[src/rtl/pwm_ramp_ctrl.sv]
// pwm_ramp_ctrl: ramps the 8-bit PWM duty toward commanded targets, changing it only at 256-clock period boundaries.
// Define PWM_CTRL_STOP_EN to add the stop_req soft-stop (ramp down to 0).
module pwm_ramp_ctrl #(
    parameter int unsigned RAMP_DIV = 4
) (
    input  logic       clk,
    input  logic       rst_n,
    input  logic       cmd_valid,
    output logic       cmd_ready,
    input  logic [7:0] cmd_target,
    input  logic [7:0] cmd_step,
`ifdef PWM_CTRL_STOP_EN
    input  logic       stop_req,
`endif
    output logic [7:0] duty,
    output logic       period_start,
    output logic       busy,
    output logic       done
);

    typedef enum logic [1:0] {IDLE, UP, DOWN} state_t;

    localparam logic [7:0] DIV_LAST = 8'(RAMP_DIV - 1);

    state_t     state_q, state_d;
    logic [7:0] phase_q;
    logic [7:0] div_q, div_d;
    logic [7:0] target_q, target_d;
    logic [7:0] step_q, step_d;
    logic [7:0] duty_d;
    logic       done_d;

    logic       stop;
    logic       boundary, step_fire;
    logic       dir_down;
    logic [7:0] tgt_eff;
    logic [8:0] sum, diff;
    logic [7:0] up_val, dn_val;

`ifdef PWM_CTRL_STOP_EN
    assign stop = stop_req;
`else
    assign stop = 1'b0;
`endif

    assign boundary     = (phase_q == 8'hFF);
    assign step_fire    = boundary && (div_q == DIV_LAST);
    assign period_start = (phase_q == 8'h00);
    assign busy         = (state_q != IDLE);
    assign cmd_ready    = !busy;

    // A stop arriving mid-ramp retargets the step taken in the same cycle toward 0.
    assign tgt_eff  = stop ? 8'h00 : target_q;
    assign dir_down = stop || (state_q == DOWN);
    assign sum      = {1'b0, duty} + {1'b0, step_q};
    assign diff     = {1'b0, duty} - {1'b0, step_q};
    assign up_val   = ((step_q == 8'h00) || (sum > {1'b0, tgt_eff})) ? tgt_eff : sum[7:0];
    assign dn_val   = ((step_q == 8'h00) || diff[8] || (diff[7:0] < tgt_eff)) ? tgt_eff : diff[7:0];

    always_comb begin
        state_d  = state_q;
        div_d    = div_q;
        target_d = target_q;
        step_d   = step_q;
        duty_d   = duty;
        done_d   = 1'b0;

        if (boundary)
            div_d = step_fire ? '0 : div_q + 8'd1;

        if (state_q == IDLE) begin
            if (stop) begin
                target_d = '0;
                step_d   = 8'd1;
                div_d    = '0;
                if (duty == 8'h00)
                    done_d = 1'b1;
                else
                    state_d = DOWN;
            end else if (cmd_valid) begin
                target_d = cmd_target;
                step_d   = cmd_step;
                div_d    = '0;
                if (cmd_target > duty)
                    state_d = UP;
                else if (cmd_target < duty)
                    state_d = DOWN;
                else
                    done_d = 1'b1;
            end
        end else begin
            if (stop) begin
                target_d = '0;
                state_d  = DOWN;
            end
            if (step_fire) begin
                duty_d = dir_down ? dn_val : up_val;
                if (duty_d == tgt_eff) begin
                    state_d = IDLE;
                    done_d  = 1'b1;
                end
            end
        end
    end

    always_ff @(posedge clk or negedge rst_n) begin
        if (!rst_n) begin
            state_q  <= IDLE;
            phase_q  <= '0;
            div_q    <= '0;
            target_q <= '0;
            step_q   <= '0;
            duty     <= '0;
            done     <= 1'b0;
        end else begin
            state_q  <= state_d;
            phase_q  <= phase_q + 8'd1;
            div_q    <= div_d;
            target_q <= target_d;
            step_q   <= step_d;
            duty     <= duty_d;
            done     <= done_d;
        end
    end

endmodule

[config.mk]
export PLATFORM = sky130hd
export DESIGN_NAME = pwm_ramp_ctrl
export DESIGN_NICKNAME = d
export VERILOG_FILES = /design/src/rtl/pwm_ramp_ctrl.sv
export SDC_FILE = /design/constraint.sdc
export NUM_CORES = 1
export LEC_CHECK = 0
export CAP_MARGIN = 10
export CORE_MARGIN = 2
export CORE_UTILIZATION = 40
export CTS_CLUSTER_SIZE = 25
export DETAILED_ROUTE_END_ITERATION = 6
export PLACE_DENSITY = 0.62
export SLEW_MARGIN = 30
export SYNTH_ARGS = -nofsm -noshare
export SYNTH_HDL_FRONTEND = slang
export SYNTH_SLANG_ARGS = --single-unit
[constraint.sdc]
create_clock -name clk -period 4.5 [get_ports clk]
set_input_delay 1.35 -clock clk [delete_from_list [all_inputs] [get_ports clk]]
set_output_delay 1.35 -clock clk [all_outputs]
set_load 0.01 [all_outputs]
==> impl_metrics.yaml <==
pwr:
  p_sw_uw: 1123
  power.share.sequential_pct: 24.8
  static-leakage-power_uw: 0.001815
  clkPwrFrac_pct: 12.8
  pwr-share-comb_pct: 62.4
  ir_drop_uv: 274.7
  internal_power_uw: 1219
  switching_share_pct: 47.94
  p_per_area_nw_per_um2: 573.6
drt:
  dr.first_iter.drc_count: 164
  route.vias.total: 3051
  wl_per_cell_um: 16.99
  vias_per_cell: 5.629
  final_antenna_net_count: 0
  firstDrtPassIters: 4
  routed_wl_um: 9208
  drc: 0
synthesis:
  avgSynthCellArea_um2: 8.768
  ys_seq_elements: 43
  synthCells: 404
  synthFlopType: "dfrtp_1"
  synthArstFlopShare_pct: 100.0
  synth_nets: 467
  synth_edf_count: 0
  ys.warnings.count: 0
  yosys-top-cells-area: "dfrtp_1, ha_1, nand2_1"
  synth_cell_types: 69
  ys_seq_area_share_pct: 30.38
  synth_top_area_share_pct: 30.38
  yosys.area.top_type: "dfrtp_1"
  syn-cell-area_um2: 3542
worst_setup_path:
  ff2ff_setup_slack_ns: 0.29
  cp-start-kind: "register"
  crit_path_end_kind: "register"
  path_max_fanout: 4
  worst-setup-path-type: "register to register"
  required_ns: 4.69
  crit_arrival_ns: 4.40
global_routing:
  antenna_found_initial: 0
  grt_pass1_vias: 3198
  grt_pass1_wl_um: 15760
  grt_use_total_pct: 20.17
  grt.overflow.total: 0
  grt_max_degree: 28
timing:
  hold_viol: 0
  slew_headroom_pct: 55.56
  setup_viol: 0
  finClkSkew_ns: 0.007102
  fmax_ghz: 0.2375
  tns_ns: 0
  slew_viol_final: 0
  fin_crit_sh_pct: 93.56
  rsz0062_at_grt: "no"
  tightestPinTransition_ns: 0.6666
  fin_crit_ns: 4.210
  fin_hold_ws_ns: 0.5062
clock_network:
  ctsHoldBuffers: 0
  cts_buffers: 5
  clock-sinks: 43
  insertion_delay_ns: 0.30
  cts_tree: "built"
  htree_levels: 2
  cts.reportedPaths.clkPinSlew_ns: 0.08
  post_cts_resized: 0
  clockRootBuffer: "clkbuf_8"
  cts_setup_buffers: 0
  clock_path_buffers: 2
floorplan:
  dieArea_um2: 9624
  io_pins: 31
  initial_core_util_pct: 41.02
  placement_rows: 34
  die_y_um: 98.10
  fp.coreArea_um2: 8636
  die_w_um: 98.10
place:
  place.gp.congestion: 0.8836
  post-dp-hpwl_um: 7424
  port_buffers: 30
final_layout:
  drive_gt1_share_pct: 7.373
  nets: 497
  area_delta_synth_final_pct: 15.26
  final_cell_mix: "dfrtp_1, nand2_1, ha_1"
  final_common_cell: "dfrtp_1"
  diodes: 0
min_path:
  hold_path_class: "register to register"
run_status:
  outcome: "finished clean"
run:
  drv_cap: 0
through the flow:
stage / util (%) / setup slack (ns) / instance area [um2] / total power, uW / std cells
after floorplan: - / 0.5787 / 3542 / 1619 / 404
after global placement: 45.57 / 0.3847 / 3935 / 1985 / 534
after detailed placement: 45.80 / 0.3004 / 3955 / 1993 / 535
after CTS: 47.03 / 0.2868 / 4061 / 2310 / 542
after global routing: 47.28 / 0.02317 / 4083 / 2533 / 542
final: 47.28 / 0.2897 / 4083 / 2342 / 542
metal layers:
metal / part of all wire [%] / global-route usage (%) / vias to the layer above
met1: 46 / 27.45 / 1459
met4: 2.5 / 5.342 / 0
met5: 0 / 0 / -
met2: 48 / 33.88 / 68
met3: 3.5 / 2.649 / 16
li1: - / - / 1508
layout make-up:
type                            count  area, um2
Timing Repair Buffer               35      345.3
Multi-Input combinational cell    310       2273
Clock buffer                        5      68.82
Fill cell                         833       4553
Clock inverter                      2      37.54
Sequential cell                    43       1076
Inverter                           39      146.4
Tap cell                          108      135.1
cell families after synthesis:
kind of cell             synth area share [%]
AO/OA/AOI/OAI                           21.69
XOR/XNOR                                6.923
adder cells (fa/ha/maj)                 15.97
buffers and inverters                   6.040
flip-flops                              30.38
multiplexers                           0.8831
AND/OR/NAND/NOR                         18.12
path summary, 6_finish.rpt:
check | start | end | cells after the start
max in group asynchronous | rst_n | duty[3] | 2
worst max-delay path | step_q[1] | state_q[1] | 16
worst min register to register | phase_q[7] | phase_q[7] | 1
worst max register to register | step_q[1] | state_q[1] | 16
worst min-delay path | phase_q[7] | phase_q[7] | 1
min in group asynchronous | rst_n | phase_q[4] | 1
sequential cells by signal (all words and copies together) (netlist names):
name      count
done          1
state_q       2
div_q         8
step_q        8
phase_q       8
target_q      8
duty          8
power by group through the flow:
| stage | sequential, uW | clock, uW | combinational [uW] |
|---|---|---|---|
| after global placement | 586 | 0 | 1400 |
| after global routing | 597 | 321 | 1610 |
| after floorplan | 532 | 0 | 1090 |
| final | 580 | 300 | 1460 |
| after CTS | 578 | 307 | 1430 |
| after detailed placement | 585 | 0 | 1410 |
synth_stat cells, types with 3 or more instances:
| cell | count |
|---|---|
| o21ai_0 | 27 |
| nand4_1 | 7 |
| nor3b_1 | 3 |
| o221ai_1 | 7 |
| xor2_1 | 12 |
| dfrtp_1 | 43 |
| a21oi_1 | 13 |
| and3_1 | 3 |
| ha_1 | 42 |
| inv_1 | 36 |
| buf_2 | 3 |
| or3_1 | 7 |
| o21a_1 | 3 |
| nor2_1 | 31 |
| a21o_1 | 5 |
| nand2b_1 | 6 |
| nor3_1 | 4 |
| a211o_1 | 4 |
| a2111oi_2 | 3 |
| xnor2_1 | 16 |
| o21ai_1 | 3 |
| o21bai_1 | 3 |
| o22ai_1 | 4 |
| nand3_1 | 6 |
| o31ai_1 | 5 |
| clkbuf_1 | 6 |
| nor2b_1 | 3 |
| nand2_1 | 43 |
| nor4_1 | 3 |
critical path: stages, from the launching register on:
cell       delay, ns
dfrtp_1         0.43
inv_1           0.11
ha_1            0.29
nand2b_1        0.19
a2111oi_2       0.41
a2111oi_2       0.10
xnor2_1         0.29
clkinv_1        0.18
ha_1            0.32
nand4_1         0.14
or3_1           0.36
a21oi_1         0.22
or3_1           0.20
o22ai_2         0.12
a2111oi_4       0.38
o2111ai_2       0.20
o2bb2ai_1       0.16
Note: power is estimated with default switching activity, not from simulation.
